$ cat src/rtl/rvvi_depacketizer.sv
// rtl/rvvi_depacketizer.sv - RVVI Ethernet frame receiver
// Buffers one frame of 32-bit words, checks length/header/strobes, presents the record under valid/ready.
module rvvi_depacketizer #(
  parameter int          XLEN     = 64,
  parameter int          MAX_CSRS = 5,
  parameter logic [47:0] DST_MAC  = 48'h8F54_0000_1654,
  parameter logic [15:0] ETH_TYPE = 16'h005c,
  localparam int RW          = 72 + 5*XLEN + MAX_CSRS*(XLEN + 16),
  localparam int NB          = 112 + RW,
  localparam int FB          = NB + (32 - NB % 32),
  localparam int FRAME_WORDS = FB / 32
) (
  input  logic          m_axi_aclk,
  input  logic          m_axi_areset,
  input  logic [31:0]   RvviAxiRdata,
  input  logic [3:0]    RvviAxiRstrb,
  input  logic          RvviAxiRlast,
  input  logic          RvviAxiRvalid,
  output logic          RvviAxiRready,
  output logic [RW-1:0] rvvi,
  output logic          valid,
  input  logic          ready,
  output logic [31:0]   FrameCount,
  output logic [31:0]   DropCount,
  output logic [2:0]    FrameErr
);

  localparam logic [9:0] LAST_WC = 10'(FRAME_WORDS - 1);

  typedef enum logic [1:0] {S_RECV = 2'd0, S_DRAIN = 2'd1, S_HOLD = 2'd2} state_t;

  state_t          r_state;
  state_t          w_next_state;
  logic [9:0]      r_word_count;
  logic [FB-1:0]   r_buf;
  logic            r_strb_bad;
  logic [FB-1:0]   w_frame;
  logic            w_accept;
  logic            w_deliver;
  logic            w_at_end;
  logic            w_hdr_ok;
  logic            w_strb_ok;
  logic            w_good;
  logic            w_recv_last;
  logic            w_overlong;
  logic            w_drain_done;
  logic            w_drop;
  logic            w_clear;

  assign w_accept  = RvviAxiRvalid & RvviAxiRready;
  assign w_deliver = valid & ready;
  assign w_at_end  = (r_word_count == LAST_WC);

  // Header check sees the stored words with the incoming word merged in, so it works at any last position.
  always_comb begin
    w_frame = r_buf;
    for (int i = 0; i < FRAME_WORDS; i++) begin
      if (r_word_count == 10'(i)) w_frame[32*i +: 32] = RvviAxiRdata;
    end
  end

  assign w_hdr_ok     = (w_frame[95:48] == DST_MAC) && (w_frame[111:96] == ETH_TYPE);
  assign w_strb_ok    = !r_strb_bad && (RvviAxiRstrb == 4'hF);
  assign w_good       = w_at_end & w_hdr_ok & w_strb_ok;
  assign w_recv_last  = (r_state == S_RECV) & w_accept & RvviAxiRlast;
  assign w_overlong   = (r_state == S_RECV) & w_accept & ~RvviAxiRlast & w_at_end;
  assign w_drain_done = (r_state == S_DRAIN) & w_accept & RvviAxiRlast;
  assign w_drop       = w_recv_last & ~w_good;
  assign w_clear      = w_recv_last | w_drain_done | w_deliver;

  assign rvvi = r_buf[111+RW:112];

  always_ff @(posedge m_axi_aclk or posedge m_axi_areset) begin
    if (m_axi_areset) r_state <= S_RECV;
    else              r_state <= w_next_state;
  end

  always_comb begin
    w_next_state = r_state;
    case (r_state)
      S_RECV: begin
        if (w_recv_last && w_good) w_next_state = S_HOLD;
        else if (w_overlong)       w_next_state = S_DRAIN;
      end
      S_DRAIN: if (w_drain_done) w_next_state = S_RECV;
      S_HOLD:  if (ready)        w_next_state = S_RECV;
      default: w_next_state = S_RECV;
    endcase
  end

  always_comb begin
    RvviAxiRready = (r_state != S_HOLD);
    valid         = (r_state == S_HOLD);
  end

  always_ff @(posedge m_axi_aclk or posedge m_axi_areset) begin
    if (m_axi_areset) begin
      r_word_count <= '0;
      r_strb_bad   <= 1'b0;
      r_buf        <= '0;
    end else begin
      if (w_clear)       r_word_count <= '0;
      else if (w_accept) r_word_count <= r_word_count + 10'd1;
      if (w_clear)
        r_strb_bad <= 1'b0;
      else if (w_accept && (r_state == S_RECV) && (RvviAxiRstrb != 4'hF))
        r_strb_bad <= 1'b1;
      // Drained words are never stored, so the buffer only changes in RECV.
      if (w_accept && (r_state == S_RECV)) r_buf <= w_frame;
    end
  end

  always_ff @(posedge m_axi_aclk or posedge m_axi_areset) begin
    if (m_axi_areset) begin
      FrameCount <= '0;
      DropCount  <= '0;
      FrameErr   <= '0;
    end else begin
      if (w_deliver)                FrameCount <= FrameCount + 32'd1;
      if (w_drop || w_drain_done)   DropCount  <= DropCount + 32'd1;
      if (w_drop)                   FrameErr   <= FrameErr | {~w_strb_ok, ~w_hdr_ok, ~w_at_end};
      else if (w_overlong)          FrameErr   <= FrameErr | 3'b001;
    end
  end

endmodule

$ cat config.mk
export PLATFORM = sky130hd
export DESIGN_NAME = rvvi_depacketizer
export DESIGN_NICKNAME = d
export VERILOG_FILES = /design/src/rtl/rvvi_depacketizer.sv
export SDC_FILE = /design/constraint.sdc
export NUM_CORES = 2
export LEC_CHECK = 0
export BUFFER_PORTS_ARGS = -buffer_cell sky130_fd_sc_hd__buf_2
export CORE_AREA = 2 2 348 350
export CTS_BUF_LIST = sky130_fd_sc_hd__clkbuf_8
export DETAILED_ROUTE_END_ITERATION = 7
export DIE_AREA = 0 0 350 352
export RECOVER_POWER = 100
export SETUP_SLACK_MARGIN = 0.15
export SLEW_MARGIN = 15
export SYNTH_ARGS = -nofsm -noshare
export SYNTH_HDL_FRONTEND = slang
export SYNTH_SLANG_ARGS = --single-unit
export TNS_END_PERCENT = 50
$ cat constraint.sdc
create_clock -name m_axi_aclk -period 68.9 [get_ports m_axi_aclk]
set_clock_uncertainty 0.1 [all_clocks]
set_input_delay 20.67 -clock m_axi_aclk [delete_from_list [all_inputs] [get_ports m_axi_aclk]]
set_output_delay 20.67 -clock m_axi_aclk [all_outputs]
set_load 0.01 [all_outputs]
==> results <==
- The layout net count is between 3000 and 4000.
- The die span in y is between 300 and 400 um.
- After synthesis the netlist holds a flip-flop and latch count of between 900 and 1000.
- The share of post-route cells with drive strength above 1 is about 33%.
- The synthesized cell area is roughly 42000 um^2.
- The HPWL after detailed placement is between 80000 and 90000 um.
- The average footprint of a synthesized cell is 13.3 um^2.
- The first global-routing pass estimated about 180000 um of wire.
- For the pin with the worst max-slew slack, the measured transition is about 8.7 ns.
- VDD sags by at most 20.9 uV.
- The final global-route overflow total is 0.
- The utilization of the core after routing is between 30% and 40%.
- The peak fanout along the critical path is between 150 and 200.
- Walking the worst path, the cells encountered are buf_2 > clkinvlp_2 > clkbuf_1 > clkbuf_1 > clkbuf_1 > clkbuf_1.
- Summed over its instances, the top area cell type makes up a little under three fifths of the synthesized netlist area.
- TritonCTS created around 160 clock buffers.
- The share of synthesized cell area in and, or, nand and nor gates is under 10%.
- The length of routed wiring on met1 is approximately 53000 um.
- The worst register-to-register path begins at r_word_count[0].
- In this run the tightest slew margin relative to its limit is -481%.
- The H-tree was split into 4 levels.
- The run finished, with violations left.
- Of the total synthesized cell area, the portion taken by full adders, half adders and majority gates is less than 1%.
- The root buffer cell chosen for the clock tree is sky130_fd_sc_hd__clkbuf_8.
- For flop-to-flop paths, the worst setup slack is ~64 ns.
- The number of antenna-violating nets in the routed design is 0.
- The ratio of total power to cell area is ~30 nW/um^2.
- Multiplexer cells account for 22.3% of the synthesized area.
- The average wire per standard cell is between 20 and 30 um.
- The worst path in the final design needs a cycle of ~38 ns, including I/O delays and setup.
- Once layout is done, the placed cells without fillers occupy 44300 um^2.
- The number of stages on the worst setup path is 6.
- The port buffer count is 901.
- The wire length after detailed routing is between 100000 and 150000 um.
- The sequential cell area is about 23000 um^2.
- The total leakage power is around 0.022 uW.
- The count of warnings emitted by yosys is 0.
- The capturing point of the worst reg2reg path is DropCount[1].
- The post-cts repair resize count is 0.
- The pin count of the biggest net entering global routing is between 150 and 200.
- The region available for standard cell placement spans around 120000 um^2.
- The layout overhead on the synthesized area is 5.22%.
- The max-slew violation total from the final report is around 1800.
- The family with the most delay on the worst path is buffers and inverters.
- The initial antenna violation count is 29.
- The total number of clock tree sinks is 936.
- The effective utilization at floorplan is 35.3%.
- The final reports fail on capacitance limit, slew limit.
- The number of nets handed over by synthesis was roughly 3200.
- The tool flagged a number of max-cap violations equal to 36.
- Synthesis handed over a netlist of ~3200 instances.
- The largest family of logic cells by synthesized area is multiplexers.
- The peak clock frequency supported by timing is 26.4 MHz.
- The smallest hold slack is 0.361 ns.
- In this run, synthesis inferred 0 flip-flops with an integrated enable.
- The clock reaches the later pin of the worst-skew pair after 0.86 ns.
- The layout has about 12000 filler cells.
- The post-synthesis compound-gate area fraction is 0.736%.
- The category of the worst setup path capture point is an async pin.
- The die is roughly 350 um wide.
- The class of the most critical hold timing path is flop to flop.
- The iteration count of the initial detailed-routing pass is 5.
- In the final layout, the multi-input gates occupy roughly 12000 um^2.
- The buffering stage count on the worst path with inverters included is 6.
- The number of failing hold endpoints at the final stage came to 0.
- The highest layer used for signal routing is met5.
- The worst setup path is launched from a primary input.
- By area the synthesized netlist is led by sky130_fd_sc_hd__dfrtp_1, sky130_fd_sc_hd__mux2_2, sky130_fd_sc_hd__buf_4.
- The starting DRC count in detailed routing is around 1400.
- The detailed-route via count is approximately 24000.
- The required time at the endpoint of the critical path is about 69 ns.
- No sink is reached through more buffers than the 3 on the longest clock path.
- Setup repair after global routing left no endpoint under its margin.
- The amount of wire on met3 after detailed routing is between 10000 and 15000 um.
- Setup violations remaining at the end of the flow were counted as 0.
- Dividing the detail-routed via count by the number of cells gives ~4.8.
- For this run, the slowest stage of the critical path takes around 6 ns.
- TritonCTS built the clock tree.
- The clock transition at the registers of the reported paths is ~0.06 ns.
- The slowest library cell on the worst path is sky130_fd_sc_hd__clkbuf_1.
- In this run, distinct cell masters in the synthesized netlist total around 50.
- The number of cells on the worst reg-to-reg path is 10.
- For this run, the leading register cell type out of synthesis is sky130_fd_sc_hd__dfrtp_1.
- The die covers approximately 120000 um^2.
- The setup path with the least slack is of type primary input to async pin.
- The launching element of the worst setup path is m_axi_areset.
- The count of pins on the block boundary is 902.
- The initialized floorplan defines around 130 standard-cell rows.
- Post-CTS timing repair inserted 0 buffers for setup.
- Buffers inserted to repair hold after CTS numbered 0.
- The commonest non-fill, non-tap cell in the layout is sky130_fd_sc_hd__dfrtp_1.
- Global routing used between 20% and 30% of the available tracks across all layers.
- The ratio of final minimum period to clock period is between 50% and 60%.
- The sequential element share of the synthesized area is approximately 56%.
- Data on the critical path arrives at its endpoint at approximately 38 ns.
- The routed length on met2 is 63800 um.
- After detailed routing, the number of remaining DRC violations is 0.
- Leaving out fill and tap cells, the most frequent cells in the layout are sky130_fd_sc_hd__dfrtp_1, sky130_fd_sc_hd__clkbuf_1, sky130_fd_sc_hd__mux2_2, sky130_fd_sc_hd__clkbuf_8, sky130_fd_sc_hd__nand2_1.
- The area of placed instances is ~43000 um^2.
- The XOR/XNOR share of the synthesized area is under 10%.
- The most frequent cell on the critical path is sky130_fd_sc_hd__clkbuf_1.
- The via count of the first global-routing pass is about 25000.
- The weighted congestion reported at the end of routability-driven placement is 0.790.
- The hold path startpoint is FrameErr[0].
- The most critical setup path has its endpoint at r_buf[234].
- The largest area contributor in the synthesized netlist is sky130_fd_sc_hd__dfrtp_1.
- Adding up every negative setup slack in the final design gives 0 ns.
- Counting flops with an async set or reset pin after synthesis yields a share of between 90% and 100%.
==> routing by layer <==
metal	track usage (%)	vias up
li1	-	10300
met1	25.3	12600
met2	34.3	999
met3	6.61	219
met4	8.38	6
met5	0	-
==> report_power, final <==
group | switching (uW) | internal (uW) | total [uW]
logic | 119 | 85.2 | 204
clock network | 237 | 260 | 497
registers | 39.0 | 623 | 662
total | 395 | 968 | 1360
==> worst min-delay path by stage <==
stage,to,slack [ns],cells past startpoint
CTS,FrameErr[0],0.36,1
floorplan,r_buf[102],0.35,2
finish,FrameErr[0],0.36,1
detailed placement,FrameErr[0],0.35,1
global placement,FrameErr[0],0.34,1
global route,FrameErr[0],0.39,1
==> cell families (layout without fill, tap and decap cells) <==
kind of cell	after synthesis	count (layout)
adders and majority gates	6	6
muxes	834	834
xor gates and xnor gates	70	70
AOI/OAI and AO/OA	50	50
DFF	936	936
buffers and inverters	994	1251
and+or+nand+nor	287	287
other	0	14
==> state kept, by name, indices dropped and copies added (netlist names) <==
name / flops
FrameErr: 3
r_strb_bad: 1
r_buf: 856
r_word_count: 10
FrameCount: 32
r_state: 2
DropCount: 32
==> cell usage after synthesis (3+ instances only) <==
| cell type | n |
|---|---|
| sky130_fd_sc_hd__nand3_1 | 27 |
| sky130_fd_sc_hd__nor3_2 | 3 |
| sky130_fd_sc_hd__buf_1 | 61 |
| sky130_fd_sc_hd__nor4_2 | 5 |
| sky130_fd_sc_hd__xor2_1 | 39 |
| sky130_fd_sc_hd__dfrtp_1 | 936 |
| sky130_fd_sc_hd__and4_1 | 3 |
| sky130_fd_sc_hd__ha_1 | 6 |
| sky130_fd_sc_hd__or2_2 | 5 |
| sky130_fd_sc_hd__a31oi_1 | 5 |
| sky130_fd_sc_hd__nor4b_1 | 5 |
| sky130_fd_sc_hd__buf_4 | 793 |
| sky130_fd_sc_hd__nor4_1 | 24 |
| sky130_fd_sc_hd__or3_1 | 6 |
| sky130_fd_sc_hd__mux2_2 | 832 |
| sky130_fd_sc_hd__inv_1 | 13 |
| sky130_fd_sc_hd__o21ai_0 | 28 |
| sky130_fd_sc_hd__or4_1 | 4 |
| sky130_fd_sc_hd__and3_1 | 10 |
| sky130_fd_sc_hd__a21o_1 | 3 |
| sky130_fd_sc_hd__nand2_1 | 96 |
| sky130_fd_sc_hd__xnor2_1 | 31 |
| sky130_fd_sc_hd__and2_1 | 3 |
| sky130_fd_sc_hd__nor2_1 | 34 |
| sky130_fd_sc_hd__nand4b_1 | 3 |
| sky130_fd_sc_hd__buf_6 | 7 |
| sky130_fd_sc_hd__nand4_1 | 23 |
| sky130_fd_sc_hd__clkbuf_1 | 120 |
| sky130_fd_sc_hd__a21oi_1 | 5 |
| sky130_fd_sc_hd__o22ai_1 | 3 |
| sky130_fd_sc_hd__nor3_1 | 17 |
| sky130_fd_sc_hd__nand2b_1 | 4 |
==> worst register-to-register path: stages (launching register included) <==
cell and delay, ns:
sky130_fd_sc_hd__dfrtp_1 0.44, sky130_fd_sc_hd__inv_1 0.13, sky130_fd_sc_hd__ha_1 0.52, sky130_fd_sc_hd__nand4_1 0.18, sky130_fd_sc_hd__or4b_1 0.65, sky130_fd_sc_hd__or3_1 0.42, sky130_fd_sc_hd__nor4_1 0.16, sky130_fd_sc_hd__and4_1 0.21
sky130_fd_sc_hd__clkbuf_1 1.14, sky130_fd_sc_hd__nor2_1 0.23, sky130_fd_sc_hd__mux2_4 0.37
==> stage by stage <==
stage	setup WS [ns]	power, uW	std cells
after floorplan	21.81	860	3177
after global placement	43.84	886	4768
after detailed placement	43.85	891	4768
after CTS	44.86	1400	5045
after global routing	27.49	1430	5048
final	31.08	1360	5060
==> final cells by class <==
type                            instances  area share, %
Antenna cell                           14         0.0790
Clock buffer                          190           5.90
Clock inverter                         87           1.15
Inverter                               13          0.113
Multi-Input combinational cell       1247           26.9
Sequential cell                       936           52.8
Tap cell                             1612           4.55
Timing Repair Buffer                  961           8.50
No activity file was read; power rests on OpenSTA's default activity.
